File: config.mk
export PLATFORM = sky130hd
export DESIGN_NAME = mem_arbiter
export DESIGN_NICKNAME = d
export VERILOG_FILES = /design/src/rtl/mem_arbiter.sv
export SDC_FILE = /design/constraint.sdc
export NUM_CORES = 1
export LEC_CHECK = 0
export BUFFER_PORTS_ARGS = -buffer_cell sky130_fd_sc_hd__buf_2
export CORE_ASPECT_RATIO = 1.25
export CORE_MARGIN = 2
export CORE_UTILIZATION = 42
export DETAILED_ROUTE_END_ITERATION = 10
export PLACE_DENSITY = 0.76
export SYNTH_ARGS = -nofsm -noshare
export SYNTH_HDL_FRONTEND = slang
export SYNTH_SLANG_ARGS = --single-unit
File: constraint.sdc
create_clock -name clk -period 1.5 [get_ports clk]
set_input_delay 0.225 -clock clk [delete_from_list [all_inputs] [get_ports clk]]
set_output_delay 0.225 -clock clk [all_outputs]
set_load 0.02 [all_outputs]
File: src/rtl/mem_arbiter.sv
// mem_arbiter: shares one single-port memory between an instruction-fetch
// port and a data port. Data accesses normally win; after STARVE_LIMIT
// back-to-back data grants with a fetch waiting, the fetch is served next.
// Every access walks IDLE -> I_BUSY/D_BUSY -> RESP -> IDLE. All outputs are
// flops loaded from next-state values, so mem_valid rises on the grant edge.
// The ready pulse appears in the RESP cycle. Because the arbiter does not
// sample requests in RESP, a requester that drops its request on seeing
// ready is never granted twice.
module mem_arbiter #(
  parameter int unsigned STARVE_LIMIT = 3
) (
  input  logic        clk,
  input  logic        rst,
  input  logic        i_req,
  input  logic [31:0] i_addr,
  output logic [31:0] i_rdata,
  output logic        i_ready,
  input  logic [1:0]  d_read_en,
  input  logic [1:0]  d_write_en,
  input  logic [31:0] d_addr,
  input  logic [31:0] d_wdata,
  output logic [31:0] d_rdata,
  output logic        d_ready,
  output logic        mem_valid,
  output logic [31:0] mem_addr,
  output logic [1:0]  mem_read_en,
  output logic [1:0]  mem_write_en,
  output logic [31:0] mem_wdata,
  input  logic [31:0] mem_rdata,
  input  logic        mem_ack
);

  localparam int unsigned CW = (STARVE_LIMIT < 1) ? 1 : $clog2(STARVE_LIMIT + 1);
  localparam logic [CW-1:0] LIMIT_C = CW'(STARVE_LIMIT);
  localparam logic [CW-1:0] ONE_C   = CW'(1'b1);

  typedef enum logic [1:0] {
    IDLE   = 2'd0,
    I_BUSY = 2'd1,
    D_BUSY = 2'd2,
    RESP   = 2'd3
  } state_t;

  state_t        state_q, state_d;
  logic [CW-1:0] starve_q, starve_d;
  logic          mem_valid_q, mem_valid_d;
  logic [31:0]   mem_addr_q, mem_addr_d;
  logic [1:0]    mem_read_en_q, mem_read_en_d;
  logic [1:0]    mem_write_en_q, mem_write_en_d;
  logic [31:0]   mem_wdata_q, mem_wdata_d;
  logic [31:0]   i_rdata_q, i_rdata_d;
  logic [31:0]   d_rdata_q, d_rdata_d;
  logic          i_ready_q, i_ready_d;
  logic          d_ready_q, d_ready_d;

  logic          d_pending;
  logic          data_wins;

  // Data wins arbitration unless the waiting fetch has already been passed over STARVE_LIMIT times.
  assign d_pending = (d_read_en != 2'b00) || (d_write_en != 2'b00);
  assign data_wins = d_pending && (!i_req || (starve_q < LIMIT_C));

  // Next-state and next-output computation for the arbiter FSM.
  always_comb begin
    state_d        = state_q;
    starve_d       = starve_q;
    mem_valid_d    = mem_valid_q;
    mem_addr_d     = mem_addr_q;
    mem_read_en_d  = mem_read_en_q;
    mem_write_en_d = mem_write_en_q;
    mem_wdata_d    = mem_wdata_q;
    i_rdata_d      = i_rdata_q;
    d_rdata_d      = d_rdata_q;
    i_ready_d      = 1'b0;
    d_ready_d      = 1'b0;

    case (state_q)
      IDLE: begin
        if (data_wins) begin
          state_d     = D_BUSY;
          mem_valid_d = 1'b1;
          mem_addr_d  = d_addr;
          mem_wdata_d = d_wdata;
          // A combined read+write request is carried out as the write alone.
          if (d_write_en != 2'b00) begin
            mem_write_en_d = d_write_en;
            mem_read_en_d  = 2'b00;
          end else begin
            mem_write_en_d = 2'b00;
            mem_read_en_d  = d_read_en;
          end
          // data_wins already guarantees starve_q < LIMIT_C when i_req is set.
          if (i_req) begin
            starve_d = starve_q + ONE_C;
          end else begin
            starve_d = {CW{1'b0}};
          end
        end else if (i_req) begin
          state_d        = I_BUSY;
          mem_valid_d    = 1'b1;
          mem_addr_d     = i_addr;
          mem_read_en_d  = 2'b11;
          mem_write_en_d = 2'b00;
          starve_d       = {CW{1'b0}};
        end else begin
          state_d = IDLE;
        end
      end

      I_BUSY, D_BUSY: begin
        if (mem_ack) begin
          state_d        = RESP;
          mem_valid_d    = 1'b0;
          mem_read_en_d  = 2'b00;
          mem_write_en_d = 2'b00;
          if (state_q == I_BUSY) begin
            i_rdata_d = mem_rdata;
            i_ready_d = 1'b1;
          end else begin
            d_ready_d = 1'b1;
            // Only loads refresh d_rdata; stores leave the last load value visible.
            if (mem_read_en_q != 2'b00) begin
              d_rdata_d = mem_rdata;
            end else begin
              d_rdata_d = d_rdata_q;
            end
          end
        end else begin
          state_d = state_q;
        end
      end

      RESP: begin
        state_d = IDLE;
      end

      default: begin
        state_d        = IDLE;
        mem_valid_d    = 1'b0;
        mem_read_en_d  = 2'b00;
        mem_write_en_d = 2'b00;
      end
    endcase
  end

  // State and output registers with synchronous reset.
  always_ff @(posedge clk) begin
    if (rst) begin
      state_q        <= IDLE;
      starve_q       <= {CW{1'b0}};
      mem_valid_q    <= 1'b0;
      mem_addr_q     <= 32'h0000_0000;
      mem_read_en_q  <= 2'b00;
      mem_write_en_q <= 2'b00;
      mem_wdata_q    <= 32'h0000_0000;
      i_rdata_q      <= 32'h0000_0000;
      d_rdata_q      <= 32'h0000_0000;
      i_ready_q      <= 1'b0;
      d_ready_q      <= 1'b0;
    end else begin
      state_q        <= state_d;
      starve_q       <= starve_d;
      mem_valid_q    <= mem_valid_d;
      mem_addr_q     <= mem_addr_d;
      mem_read_en_q  <= mem_read_en_d;
      mem_write_en_q <= mem_write_en_d;
      mem_wdata_q    <= mem_wdata_d;
      i_rdata_q      <= i_rdata_d;
      d_rdata_q      <= d_rdata_d;
      i_ready_q      <= i_ready_d;
      d_ready_q      <= d_ready_d;
    end
  end

  assign mem_valid    = mem_valid_q;
  assign mem_addr     = mem_addr_q;
  assign mem_read_en  = mem_read_en_q;
  assign mem_write_en = mem_write_en_q;
  assign mem_wdata    = mem_wdata_q;
  assign i_rdata      = i_rdata_q;
  assign d_rdata      = d_rdata_q;
  assign i_ready      = i_ready_q;
  assign d_ready      = d_ready_q;

endmodule

---- Word-level counts from Yosys, hierarchy flattened ----
Cells that the tools add are included.
operators by class
  add/sub/neg operators ................... 1
  bitwise logic cells ..................... 3
  order comparisons ....................... 1
  equality and inequality tests ........... 5
  reductions and logical operators ........ 17
  multiplexer cells ....................... 23
operator list
  operator                                              count
  2-to-1 mux 32 bit                                     2
  2-to-1 mux 2 bit                                      11
  nonzero test 2 bit                                    5
  case mux 2 bit (2 select lines)                       2
  2-to-1 mux 1 bit                                      6
  case mux 2 bit (3 select lines)                       1
  AND reduction 3 bit                                   2
  equality test 2 bit (second input constant)           2
  AND reduction 2 bit                                   2
  AND reduction 4 bit                                   1
  inequality test 3 bit (second input constant)         1
  NOT 1 bit                                             3
  OR reduction 3 bit                                    1
  adder 2 x 1 -> 2 bit (second input constant)          1
  equality test 2 x 1 -> 1 bit (second input constant)  1
  logical NOT 2 bit                                     1
  logical OR 1 bit                                      2
  less-than comparator 2 bit (second input constant)    1
  inequality test 2 bit (second input constant)         1
  case mux 1 bit (2 select lines)                       1
  OR reduction 2 bit                                    1
  logical AND 1 bit                                     1
  logical NOT 1 bit                                     1
word-level totals
  logic and storage cells ................. 61
  input port bits ......................... 136
  register bits ........................... 139

---- Depth between registers and ports, before layout ----
  depth after elaboration ................. 5
  depth in mapped cells ................... 8
  depth with buffers taken out ............ 5

---- Least setup slack after synthesis ----
Ideal clock, no wire load.
  path type ............................... reg-to-reg
  from .................................... register starve_q[0]
  to ...................................... register mem_addr_q[28] (netlist: mem_addr[28])
  library setup time ...................... 0.116 ns
  clock period less this slack ............ 1.513 ns
  stages on the path, launching flop included .. 6
  slack ................................... -0.013 ns
  data arrival time ....................... 1.397 ns
  cell sequence ........................... dfxtp_1 > ha_1 > a21bo_1 > clkbuf_1 > or3_1 > o211a_1
on the way
  word-level cells in the longest chain between the ends .. 5
  elaborated cells between the ends (all ways) .. 6
ends and longest elaborated chain
  item                                  line  RTL
  start: declaration                    45    logic [CW-1:0] starve_q, starve_d;
  start signal: assignment              150   starve_q <= {CW{1'b0}};
  start signal: assignment              162   starve_q <= starve_d;
  less-than comparator 2 bit *          61    assign data_wins = d_pending && (!i_req || (starve_q < LIMIT_C));
  logical OR 1 bit *                    61
  logical AND 1 bit *                   61
  nonzero test 2 bit (no source line)   n/a
  AND reduction 2 bit (no source line)  n/a
  end signal: assignment                164   mem_addr_q <= mem_addr_d;
  end: declaration                      47    logic [31:0] mem_addr_q, mem_addr_d;
Every way passes the cells marked *; elsewhere a longest branch is shown, timed or not.
A chain may end at the register's enable or synchronous reset.

---- Worst setup path after layout ----
  from .................................... register state_q[0]
  to ...................................... register mem_addr_q[2] (netlist: mem_addr[2])
on the way
  word-level cells in the longest chain between the ends .. 2
ends and longest elaborated chain
  item                                  line  RTL
  start: declaration                    44    state_t state_q, state_d;
  start signal: assignment              161   state_q <= state_d;
  logical NOT 2 bit                     77    case (state_q)
  AND reduction 2 bit (no source line)  n/a
No other way between the ends.

==> qor.yml <==
run_status:
  outcome: "finished, violations left"
  violations: "setup timing"
route:
  route.detailed.wl_per_inst_um: 15.3
  drt-total-wl_mm: 17.9
  remaining_drc_errors: 0
  ant_nets: 0
  vias: 6272
  drt_iter0_drc: 428
  viasPerCell: 5.37
  drt-pass1-iter-count: 5
floorplan:
  die_y_um: 135
  die_width_um: 109
  io_pins: 271
  start_util_pct: 42.5
  core-area_um2: 13600
  dieArea_um2: 14800
  num_rows: 48
global_routing:
  track_usage_pct: 23.7
  grt_pass1_wl_mm: 27.9
  overflow: 0
  grt_pass1_vias: 5817
  antenna_found_initial: 0
  grt_max_degree: 81
synth:
  mappedNetlistNets: 851
  synth-seq-cells: 139
  netlist_area_um2: 5800
  syn-mean-instance-area_um2: 8.15
  syn_inst: 712
  yosysSeqAreaShare_pct: 48.0
  ys_types: 34
  yosysWarnings: 0
power_and_ir_drop:
  vdd.ir_drop.worst_mv: 0.978
  power_frac_comb_pct: 41.6
  clkPwrFrac_pct: 26.2
  intPower_w: 0.00957
  p_leak_nw: 3.95
  seq_power_share_pct: 32.3
  power.share.switching_pct: 37.5
  power_switching_w: 0.00574
  powerDensity_nw_per_um2: 1840
critical_path:
  r2r_setup_slack_ns: -0.008
  r2r-end: "mem_addr[2]"
  reg2regPathDepth: 6
  end_kind: "flop"
  start_kind: "flop"
  worstPathRequired_ns: 1.80
  r2r_start: "state_q[0]"
  critPathKind: "flop to flop"
  worst-path-max-fanout: 16
  crit_arrival_ns: 1.81
cells_and_area:
  final_core_util_pct: 61.1
  drive_gt1_share_pct: 38.7
  fill_cells: 1244
  register_area_um2: 2790
  fin_nets: 1119
  multiInputGateArea_um2: 2820
  num_antenna_cells: 0
  areaGrowthSynthToFinish_pct: 43.7
run:
  cap_violations: 0
place:
  place_congestion: 0.766
  dp_hpwl_mm: 12.5
  numPortBuffers: 270
sta:
  fin_worst_skew_ns: 0.00789
  whs_ns: 0.0382
  hold_viol_final: 0
  finalWorstSetupSlack_ns: -0.00812
  max_freq_ghz: 0.663
  drv_slew: 0
  rsz0062_at_grt: "yes"
  min_period_over_period_pct: 101
  period_needed_ns: 1.51
  setup_viol: 8
  max_slew_margin_pct: 69.6
  worst_pin_slew_ns: 0.457
hold_path:
  min_to: "mem_addr[13]"
  hold_depth: 2
  hp-start: "i_addr[13]"
  hold_class: "primary input to flop"
clock_tree:
  root_buffer: "clkbuf_16"
  cts.path.max_buffers: 2
  insertion_delay_ns: 0.42
  cts_buffers: 17
  cts_hold_buffers: 0
  cts_sinks: 139
  h-tree-depth: 4
  cts.clk_slew.worst_paths_ns: 0.07
  cts_tree: "done"
timing repair:
| action | CTS | global route |
|---|---|---|
| gates cloned | 1 | 0 |
| buffers inserted | 1 | 0 |
| endpoints found under the setup margin | 83 | 77 |
| resized for setup | 9 | 54 |
| pin swaps | 0 | 2 |
how the worst max path moves through the flow:
stage,startpoint,end,slack (ns),cells after the start
floorplan,state_q[0],d_rdata[11],0.0006,6
global placement,state_q[1],mem_addr[30],-0.07,7
detailed placement,state_q[1],mem_addr[30],-0.12,7
CTS,state_q[0],mem_addr[17],-0.006,6
global route,state_q[0],mem_addr[10],-0.08,6
finish,state_q[0],mem_addr[2],-0.008,6
cell usage in the layout (no fill, tap or decap), types with 2 or more instances in the layout:
cell	count
buf_2	269
dfxtp_1	137
a21oi_1	95
nand2_1	70
nor2_1	67
nand3_1	66
a211oi_1	34
o21ai_0	33
or3_1	33
o211a_1	33
buf_4	33
o21ai_1	18
o21ai_2	18
clkbuf_16	17
buf_12	13
inv_1	7
clkinv_2	4
nand2b_1	3
nor3_1	3
inv_6	3
clkinvlp_4	3
inv_2	2
a21boi_0	2
ha_2	2
clkbuf_8	2
clkinv_4	2
dfxtp_2	2
cells in the mapped netlist:
cell type | instances | area, um2
o211a_1 | 33 | 330
clkbuf_1 | 43 | 161
nor3b_1 | 1 | 7.51
buf_2 | 11 | 55.1
a21oi_1 | 96 | 480
a21boi_0 | 2 | 15.0
nand2_1 | 70 | 263
dfxtp_1 | 139 | 2780
o221a_4 | 1 | 20.0
nor2_1 | 67 | 251
o211ai_1 | 1 | 7.51
a21boi_1 | 1 | 7.51
nand2b_1 | 3 | 18.8
a31o_2 | 1 | 8.76
inv_1 | 9 | 33.8
or3b_2 | 1 | 8.76
nor4_1 | 1 | 6.26
o22ai_1 | 2 | 12.5
o21ai_0 | 63 | 315
or3_1 | 33 | 206
and2_1 | 1 | 6.26
buf_4 | 2 | 15.0
nor4_4 | 1 | 21.3
nand3_1 | 66 | 330
a32o_1 | 1 | 10.0
a211oi_1 | 34 | 255
buf_1 | 13 | 48.8
ha_1 | 3 | 37.5
a21bo_1 | 1 | 10.0
nor3_1 | 3 | 15.0
nand3b_1 | 1 | 7.51
o21ai_1 | 6 | 30.0
or4_1 | 1 | 7.51
o211ai_2 | 1 | 12.5
sequential cells by signal (all words and copies together) (netlist names):
signal	cells
mem_read_en	2
state_q	2
mem_valid	1
d_ready	1
mem_addr	32
i_ready	1
mem_write_en	2
mem_wdata	32
starve_q	2
i_rdata	32
d_rdata	32
worst max-delay path: stages (launching register included):
cell     delay [ns]
dfxtp_2        0.32
inv_2          0.06
ha_4           0.15
a21bo_4        0.27
buf_12         0.15
or3_1          0.30
o211a_1        0.13
routing by layer:
metal	share of wire, %	wire length (um)	vias to the layer above	global-route usage (%)
met1	39	7010	2936	26.7
li1	-	-	3071	-
met5	0	0	-	0
met3	8.3	1480	24	7.60
met4	1.8	315	0	7.91
met2	51	9120	241	41.9
power groups by stage:
stage | Sequential [W] | Clock, W | Combinational (W)
after floorplan | 0.00586 | 0 | 0.00267
after global placement | 0.00495 | 0 | 0.00582
after detailed placement | 0.00498 | 0 | 0.00593
after CTS | 0.00491 | 0.00409 | 0.00624
after global routing | 0.00504 | 0.00427 | 0.00694
final | 0.00494 | 0.00401 | 0.00636
area by class of cell:
class / instances / area share, %
clock buffer: 19 / 5.44
clock inverter: 13 / 1.40
inverter: 9 / 0.405
multi-input combinational: 495 / 33.8
sequential: 139 / 33.4
tap: 175 / 2.63
timing repair buffer: 318 / 22.9
cell families (layout without fill, tap and decap cells):
| logic type | after synthesis | after routing | synth area share [%] |
|---|---|---|---|
| adders and majority gates | 3 | 3 | 0.647 |
| buffers and inverters | 78 | 359 | 5.42 |
| and+or+nand+nor | 249 | 249 | 19.8 |
| DFF | 139 | 139 | 48.0 |
| AOI/OAI and AO/OA | 243 | 243 | 26.1 |
per-stage QoR:
| step | cells | area, um2 | TNS [ns] | power (W) | setup slack, ns |
|---|---|---|---|---|---|
| 2_1_floorplan | 712 | 5800 | 0 | 0.00853 | 0.000578 |
| 3_3_place_gp | 1134 | 7610 | -3.34 | 0.0108 | -0.0682 |
| 3_5_place_dp | 1134 | 7610 | -4.50 | 0.0109 | -0.120 |
| 4_1_cts | 1168 | 8250 | -0.0221 | 0.0152 | -0.00552 |
| 5_1_grt | 1168 | 8330 | -1.84 | 0.0162 | -0.0790 |
| 6_report | 1168 | 8330 | -0.0314 | 0.0153 | -0.00812 |
No activity file was read; power rests on OpenSTA's default activity.
